**config.mk**
```make
export PLATFORM = sky130hd
export DESIGN_NAME = cva6_lsu_mem_resp_gen
export DESIGN_NICKNAME = d
export VERILOG_FILES = /design/src/rtl/cva6_lsu_mem_pkg.sv /design/src/rtl/cva6_lsu_mem_fifo.sv /design/src/rtl/cva6_lsu_mem_resp_gen.sv
export SDC_FILE = /design/constraint.sdc
export NUM_CORES = 1
export LEC_CHECK = 0
export CAP_MARGIN = 10
export CORE_AREA = 2 2 132 134
export CTS_CLUSTER_DIAMETER = 100
export DETAILED_ROUTE_END_ITERATION = 7
export DIE_AREA = 0 0 134 136
export MAX_ROUTING_LAYER = met4
export PLACE_DENSITY = 0.78
export SYNTH_ARGS = -nofsm -noshare
export SYNTH_HDL_FRONTEND = slang
export SYNTH_HIERARCHICAL = 1
export SYNTH_SLANG_ARGS = --single-unit
```
**constraint.sdc**
```tcl
create_clock -name clk_i -period 4.9 [get_ports clk_i]
set_clock_uncertainty 0.2 [all_clocks]
set_input_delay 0.49 -clock clk_i [delete_from_list [all_inputs] [get_ports clk_i]]
set_output_delay 0.49 -clock clk_i [all_outputs]
set_load 0.1 [all_outputs]
```
**src/rtl/cva6_lsu_mem_pkg.sv**
```systemverilog
// Shared types and helpers for the CVA6 LSU memory-response model.
package cva6_lsu_mem_pkg;

  localparam int unsigned MEM_ADDR_W    = 32;
  localparam int unsigned TIMER_W       = 8;
  localparam int unsigned LAT_LOAD_DEF  = 3;
  localparam int unsigned LAT_STORE_DEF = 2;

  // One queued memory request; timer counts down to its response cycle.
  typedef struct packed {
    logic                  is_load;
    logic [MEM_ADDR_W-1:0] addr;
    logic [TIMER_W-1:0]    timer;
  } mem_req_t;

  // Initial timer value for a request of the given type.
  function automatic logic [TIMER_W-1:0] lat_of(input logic        is_load,
                                                input int unsigned lat_ld = LAT_LOAD_DEF,
                                                input int unsigned lat_st = LAT_STORE_DEF);
    return is_load ? TIMER_W'(lat_ld) : TIMER_W'(lat_st);
  endfunction

endpackage

```
**src/rtl/cva6_lsu_mem_fifo.sv**
```systemverilog
// DEPTH-entry circular buffer of mem_req_t; every entry is exposed and
// rewritten each cycle from upd_i so the parent can age timers in place.
module cva6_lsu_mem_fifo
  import cva6_lsu_mem_pkg::*;
#(
  parameter  int unsigned DEPTH = 4,
  localparam int unsigned PTR_W = $clog2(DEPTH),
  localparam int unsigned CNT_W = PTR_W + 1
) (
  input  logic                   clk_i,
  input  logic                   rst_i,
  input  logic                   push_i,
  input  mem_req_t               push_data_i,
  input  logic                   pop_i,
  input  mem_req_t [DEPTH-1:0]   upd_i,
  output mem_req_t [DEPTH-1:0]   entries_o,
  output logic     [PTR_W-1:0]   rd_ptr_o,
  output logic     [CNT_W-1:0]   count_o,
  output logic                   full_o,
  output logic                   empty_o
);

  mem_req_t [DEPTH-1:0] mem_q, mem_d;
  logic     [PTR_W-1:0] wr_ptr_q, wr_ptr_d;
  logic     [PTR_W-1:0] rd_ptr_q, rd_ptr_d;
  logic     [CNT_W-1:0] count_q, count_d;
  logic                 push_ok, pop_ok;

  assign full_o    = (count_q == CNT_W'(DEPTH));
  assign empty_o   = (count_q == '0);
  assign entries_o = mem_q;
  assign rd_ptr_o  = rd_ptr_q;
  assign count_o   = count_q;

  // Never overwrite a live entry or pop an empty queue.
  assign push_ok = push_i && !full_o;
  assign pop_ok  = pop_i && !empty_o;

  // Next-state for storage, pointers and occupancy.
  always_comb begin
    mem_d    = upd_i;
    wr_ptr_d = wr_ptr_q;
    rd_ptr_d = rd_ptr_q;
    count_d  = count_q;
    if (push_ok) begin
      mem_d[wr_ptr_q] = push_data_i;
      wr_ptr_d        = wr_ptr_q + PTR_W'(1);
    end
    if (pop_ok) begin
      rd_ptr_d = rd_ptr_q + PTR_W'(1);
    end
    case ({push_ok, pop_ok})
      2'b10:   count_d = count_q + CNT_W'(1);
      2'b01:   count_d = count_q - CNT_W'(1);
      default: count_d = count_q;
    endcase
  end

  // State registers; reset discards all entries.
  always_ff @(posedge clk_i or posedge rst_i) begin
    if (rst_i) begin
      mem_q    <= '0;
      wr_ptr_q <= '0;
      rd_ptr_q <= '0;
      count_q  <= '0;
    end else begin
      mem_q    <= mem_d;
      wr_ptr_q <= wr_ptr_d;
      rd_ptr_q <= rd_ptr_d;
      count_q  <= count_d;
    end
  end

endmodule

```
**src/rtl/cva6_lsu_mem_resp_gen.sv**
```systemverilog
// In-order memory responder for the CVA6 LSU: queues requests and pulses
// load/store responses LAT_LOAD / LAT_STORE cycles after acceptance.
// Optional macro CVA6_LSU_MEM_STALL_EN adds resp_stall_i to hold the head.
module cva6_lsu_mem_resp_gen
  import cva6_lsu_mem_pkg::*;
#(
  parameter  int unsigned LAT_LOAD  = LAT_LOAD_DEF,
  parameter  int unsigned LAT_STORE = LAT_STORE_DEF,
  parameter  int unsigned DEPTH     = 4,
  parameter  int unsigned ADDR_W    = 32,
  localparam int unsigned PTR_W     = $clog2(DEPTH),
  localparam int unsigned CNT_W     = PTR_W + 1
) (
  input  logic              clk_i,
  input  logic              rst_i,
  input  logic              req_valid_i,
  input  logic              req_is_load_i,
  input  logic [ADDR_W-1:0] req_addr_i,
  output logic              req_ready_o,
  output logic              load_mem_resp_o,
  output logic              store_mem_resp_o,
  output logic [ADDR_W-1:0] resp_addr_o,
  output logic [CNT_W-1:0]  outstanding_o
`ifdef CVA6_LSU_MEM_STALL_EN
  ,
  input  logic              resp_stall_i
`endif
);

  mem_req_t [DEPTH-1:0] entries;
  mem_req_t [DEPTH-1:0] upd;
  mem_req_t             push_data;
  mem_req_t             head;
  logic     [PTR_W-1:0] rd_ptr;
  logic     [CNT_W-1:0] count;
  logic                 full, empty;
  logic                 push, head_fire, stall;

`ifdef CVA6_LSU_MEM_STALL_EN
  assign stall = resp_stall_i;
`else
  assign stall = 1'b0;
`endif

  // Ready comes from registered occupancy only; a pop never frees a slot early.
  assign req_ready_o   = !full;
  assign outstanding_o = count;
  assign push          = req_valid_i && req_ready_o;

  assign push_data = '{is_load: req_is_load_i,
                       addr:    MEM_ADDR_W'(req_addr_i),
                       timer:   lat_of(req_is_load_i, LAT_LOAD, LAT_STORE)};

  // Saturating timer decrement for every entry; the freshly pushed slot is
  // replaced inside the FIFO, so it first ages on the following edge.
  always_comb begin
    upd = entries;
    for (int i = 0; i < int'(DEPTH); i++) begin
      if (entries[i].timer != '0) begin
        upd[i].timer = entries[i].timer - TIMER_W'(1);
      end
    end
  end

  // Only the head may respond; younger expired entries wait their turn.
  assign head      = entries[rd_ptr];
  assign head_fire = !empty && (head.timer == '0) && !stall;

  assign load_mem_resp_o  = head_fire && head.is_load;
  assign store_mem_resp_o = head_fire && !head.is_load;
  assign resp_addr_o      = head_fire ? ADDR_W'(head.addr) : '0;

  cva6_lsu_mem_fifo #(
    .DEPTH(DEPTH)
  ) u_fifo (
    .clk_i      (clk_i),
    .rst_i      (rst_i),
    .push_i     (push),
    .push_data_i(push_data),
    .pop_i      (head_fire),
    .upd_i      (upd),
    .entries_o  (entries),
    .rd_ptr_o   (rd_ptr),
    .count_o    (count),
    .full_o     (full),
    .empty_o    (empty)
  );

endmodule
```
; ---- Yosys cells after proc, flatten, opt, wreduce, memory -nomap -nowiden
; Index checks and enable logic that the tools add are counted.
[word_totals]
reg_bits = 171
in_bits = 36
out_inout_bits = 38
word_cells = 59
[op_classes]
addsub = 8
n_lt_le_gt_ge = 3
n_eq_ne = 3
muxes = 13
reduce_logical = 17
[op_table]
columns = op, count
row1 = bitwise mux 164 bit, 1
row2 = two-way mux 131 bit, 1
row3 = binary-select mux 41 bit (select 2 bit), 1
row4 = demux 41 bit (select 2 bit), 1
row5 = two-way mux 41 bit, 2
row6 = two-way mux 32 bit, 1
row7 = two-way mux 8 bit, 4
row8 = nonzero test 8 bit, 4
row9 = "subtractor 8 x 1 -> 8 bit, second input constant", 4
row10 = zero test 8 bit, 1
row11 = logical AND 1 bit, 7
row12 = "less-than comparator 2 x 3 -> 1 bit, second input constant", 2
row13 = case mux 3 bit (2 select lines), 1
row14 = "adder 2 x 1 -> 2 bit, second input constant", 2
row15 = "adder 3 x 1 -> 3 bit, second input constant", 1
row16 = "== test 3 bit, second input constant", 1
row17 = zero test 1 bit, 3
row18 = zero test 3 bit, 1
row19 = "subtractor 3 x 1 -> 3 bit, second input constant", 1
row20 = "== test 2 x 1 -> 1 bit, second input constant", 1
row21 = "== test 2 bit, second input constant", 1
row22 = "greater-or-equal comparator 2 x 1 -> 1 bit, second input constant", 1
row23 = nonzero test 2 bit, 1
row24 = two-way mux 1 bit, 1

; ---- Logic depth before layout (Yosys ltp)
[logic_depth]
word_depth = 7
depth_mapped = 13
mapped_depth_nobuf = 12

; ---- Cells and area by module
; The synthesis kept the hierarchy.
[modules_own_cells]
columns = mod, instances, cells_per_inst, area_per_inst_um2
row1 = cva6_lsu_mem_fifo, 1, 386, 6560.0
row2 = cva6_lsu_mem_resp_gen, 1, 208, 2168.3

; ---- Worst setup path after synthesis
; OpenSTA, ideal clock, no wires.
[synth_timing]
kind = register to output
from = register u_fifo.count_q[1] (netlist: u_fifo/count_o[1])
to = output port resp_addr_o[0]
t_arrival_ns = 4.181
required_ns = 4.210
setup_slack_ns = 0.029
stages_incl_launch_ff = 6
path_buffers = 0
path_cell_list = dfrtp_1 -> nor3_1 -> or4b_1 -> nor4_2 -> nor3_2 -> nor3b_1
[synth_via]
elab_chain_len = 4
[synth_rtl]
columns = item, line
row1 = start: declaration, cva6_lsu_mem_fifo.sv:26  ; logic [CNT_W-1:0] count_q, count_d;
row2 = start signal: assignment, cva6_lsu_mem_fifo.sv:70  ; count_q <= count_d;
row3 = zero test 3 bit, cva6_lsu_mem_fifo.sv:30  ; assign empty_o = (count_q == '0);
row4 = via empty, cva6_lsu_mem_resp_gen.sv:36  ; logic full, empty;
row5 = zero test 1 bit, cva6_lsu_mem_resp_gen.sv:67  ; assign head_fire = !empty && (head.timer == '0) && !stall;
row6 = logical AND 1 bit, cva6_lsu_mem_resp_gen.sv:67
row7 = two-way mux 32 bit, cva6_lsu_mem_resp_gen.sv:71  ; assign resp_addr_o = head_fire ? ADDR_W'(head.addr) : '0;
row8 = end: declaration, cva6_lsu_mem_resp_gen.sv:22  ; output logic [ADDR_W-1:0] resp_addr_o,
; The timed path passes the listed nets, and every way through them passes these cells.

; ---- Worst setup path in the final report
[layout_timing]
from = register u_fifo.rd_ptr_q[0] (netlist: u_fifo/rd_ptr_o[0])
to = output port resp_addr_o[26]
[layout_via]
elab_chain_len = 5
[layout_rtl]
columns = item, line
row1 = start: declaration, cva6_lsu_mem_fifo.sv:25  ; logic [PTR_W-1:0] rd_ptr_q, rd_ptr_d;
row2 = start signal: assignment, cva6_lsu_mem_fifo.sv:69  ; rd_ptr_q <= rd_ptr_d;
row3 = binary-select mux 41 bit (select 2 bit) *, cva6_lsu_mem_resp_gen.sv:66  ; assign head = entries[rd_ptr];
row4 = two-way mux 41 bit (implied by the code) *, cva6_lsu_mem_resp_gen.sv:66
row5 = zero test 8 bit, cva6_lsu_mem_resp_gen.sv:67
row6 = logical AND 1 bit, cva6_lsu_mem_resp_gen.sv:67
row7 = two-way mux 32 bit *, cva6_lsu_mem_resp_gen.sv:71
; Every way passes the cells marked *; elsewhere a longest branch is shown, timed or not. The select of a mux whose other input is x is not followed.

==> summary.txt <==
Run status
  • Run status: finished clean

Timing
  • Setup violators final: 0
  • Post-layout minimum cycle time: about 4200 ps
  • Final hold vios: 0
  • Fmax: between 0.2 and 0.25 GHz
  • Least-Margin Pin Slew: 1067 ps
  • Max transition margin: roughly 29%
  • Tcrit/Tclk final: between 80 and 90%
  • RSZ-0062 raised after global routing: no
  • TNS Setup: 0 ps
  • Final slew viol count: 0

Floorplan
  • Die width: about 130 um
  • Io pins: 74
  • # rows: 48
  • CORE AREA: about 17000 um2
  • Die area: 18220 um2
  • Initial Util: 51.72%
  • Die Height: ~140 um

Drt
  • First drt pass iteration count: 4
  • Met3 WL: about 400 um
  • Wire per inst: around 18 um
  • Via/cell ratio: ~5.5
  • Met2 routed WL: 8.939 mm
  • Drt total wl: between 15 and 20 mm
  • 1st-iter DRT viols: 280
  • Antenna Nets Post-Route: 0
  • M1 wire length: 7.530 mm
  • DRC violations left: 0
  • Top Layer Used: met4
  • Via Count: slightly above 5000

Clock tree
  • CTS tree: built
  • Post-CTS Setup Bufs: 0
  • Htree depth: 4
  • Post_cts resized: 0
  • Clk pin slew, worst setup/hold paths: about 60 ps
  • Clock Path Buffers: 2
  • Clock Tree Root: clkbuf_16
  • Worst-Skew Late Latency: 430 ps
  • Inserted Clock Buffers: 17
  • Post-CTS Hold Buffers: 0
  • CTS sink count: approximately 170

Worst hold path
  • Hold path cells: 1
  • Worst hold path type: reg2reg

Worst setup path
  • Startpoint Class: flop
  • Crit end category: output pin
  • Critical path required time: between 4000 and 5000 ps
  • Worst-path fanout max: 21
  • Worst Reg-to-Reg Cells: 12
  • Critical path type: reg2out
  • Arr. time, crit path: between 3000 and 4000 ps

Logic synthesis
  • Synthesized area: a little under 9000 um2
  • Sequential area share after synthesis: roughly half
  • Yosys cell types: 39
  • Register bit total from synthesis: 171
  • Mapped Cells: around 600
  • Synth Area per Inst: roughly 15 um2
  • Synth Warn #: 6

Global route
  • Largest net degree at the start of global routing: ~170
  • First-pass GRT wire length: 28.07 mm
  • Antenna violations before repair: 0
  • Number of global-route vias before repair: 5519
  • GRT Total Usage: approximately a fifth
  • Remaining Overflow, GRT: 0

Place
  • RD Place Congestion: around 0.77
  • Port buffer count: between 70 and 80
  • Final HPWL DP: between 10 and 15 mm

Final layout
  • Storage element area: approximately 4300 um2
  • Area Overhead vs Synth: 17.34%
  • Share of post-route cells with drive strength above 1: between 40% and 50%
  • Fillers: around 1200
  • Final nets: roughly 740
  • Final core occ: about three fifths
  • ANT cells: 0
  • Multi-input gate area: between 4000 and 5000 um2

Run
  • Max-cap viol count: 0
-- cell usage in the layout, fill, tap and decap left out, drive strengths merged --
master	netlist	final
o21ai	6	6
clkdlybuf4s50	0	49
conb	2	28
mux4	32	32
mux2i	3	3
clkinvlp	0	3
nor2	30	30
dfrtp	171	171
or3	6	6
or2	1	1
xor2	7	7
or4	12	12
bufinv	0	2
o31ai	3	3
nor3	9	9
nand2b	1	1
clkbuf	3	18
nand2	9	9
ha	13	13
a311oi	1	1
nor2b	1	1
xnor2	18	18
mux2	167	167
inv	19	22
clkinv	0	6
or4b	1	1
nor4	3	3
buf	28	37
a21o	3	3
and2	1	1
nor3b	34	34
fa	1	1
nor4b	3	3
o31a	1	1
a21oi	5	5
-- layer usage --
metal / up-vias / global-route usage (%)
met5: - / -
met3: 24 / 3.542
met2: 76 / 34.42
met4: 0 / 8.215
li1: 2332 / -
met1: 2654 / 25.24
-- final timing paths --
path	from	to	slack [ps]
hold / removal	u_fifo/entries_o[91]	u_fifo/entries_o[91]	300
max in group asynchronous	rst_i	u_fifo/rd_ptr_o[0]	3290
setup / recovery	u_fifo/rd_ptr_o[0]	resp_addr_o[26]	650
setup reg to reg	u_fifo/rd_ptr_o[0]	u_fifo/count_o[2]	1130
min in group asynchronous	rst_i	u_fifo/entries_o[4]	450
hold reg to reg	u_fifo/entries_o[91]	u_fifo/entries_o[91]	300
-- cells in the mapped netlist (all sizes together) --
| cell type | n | area, um2 |
|---|---|---|
| a21o | 3 | 22.52 |
| a21oi | 5 | 25.02 |
| a311oi | 1 | 26.28 |
| and2 | 1 | 6.260 |
| buf | 28 | 280.3 |
| clkbuf | 3 | 11.26 |
| conb | 2 | 7.510 |
| dfrtp | 171 | 4279 |
| fa | 1 | 20.02 |
| ha | 13 | 162.7 |
| inv | 19 | 71.32 |
| mux2 | 167 | 1881 |
| mux2i | 3 | 30.03 |
| mux4 | 32 | 720.7 |
| nand2 | 9 | 33.78 |
| nand2b | 1 | 6.260 |
| nor2 | 30 | 112.6 |
| nor2b | 1 | 6.260 |
| nor3 | 9 | 77.57 |
| nor3b | 34 | 406.7 |
| nor4 | 3 | 31.28 |
| nor4b | 3 | 71.32 |
| o21ai | 6 | 30.03 |
| o31a | 1 | 8.760 |
| o31ai | 3 | 22.52 |
| or2 | 1 | 6.260 |
| or3 | 6 | 37.54 |
| or4 | 12 | 105.1 |
| or4b | 1 | 10.01 |
| xnor2 | 18 | 157.7 |
| xor2 | 7 | 61.31 |
-- metrics by stage --
stage               cell area [um2]  cells  setup WS, ps  hold slack (ps)
detailed placement             9639    900          1051            291.2
global route                  10240    932         425.7            310.5
global placement               9639    900          1098            283.2
CTS                           10240    932         585.6            305.5
finish                        10240    932         653.5            300.9
floorplan                      8830    620         28.91            239.8
-- cell type report --
class                           count  share of cell area [%]
Clock inverter                     14                   1.600
Timing Repair Buffer               86                   7.623
Multi-Input combinational cell    399                   41.20
Clock buffer                       18                   4.288
Sequential cell                   171                   41.80
Tap cell                          225                   2.749
Inverter                           19                  0.7330
-- cell families (layout without fill, tap and decap cells) --
| logic type | count (synthesis) | after routing | share of synthesized area, % |
|---|---|---|---|
| AO/OA/AOI/OAI | 19 | 19 | 1.548 |
| XOR/XNOR | 25 | 25 | 2.509 |
| adder cells (fa/ha/maj) | 14 | 14 | 2.093 |
| buffers and inverters | 50 | 137 | 4.157 |
| flip-flops | 171 | 171 | 49.03 |
| multiplexers | 202 | 202 | 30.15 |
| other | 2 | 28 | 0.08604 |
| AND/OR/NAND/NOR | 111 | 111 | 10.44 |
-- state kept, by name (all words and copies together) (netlist names) --
signal,cells
u_fifo/count_o,3
u_fifo/wr_ptr_q,2
u_fifo/rd_ptr_o,2
u_fifo/entries_o,164
-- critical path, cell delays in order, from the launching register on --
cell and delay [ps]:
dfrtp_2 810, or4b_1 510, nor4_2 250, nor3_4 170, nor3b_2 210, clkdlybuf4s50_1 1160
Power is not shown: default switching activity piles up to over one toggle a cycle in this logic, so the estimate is an artifact.
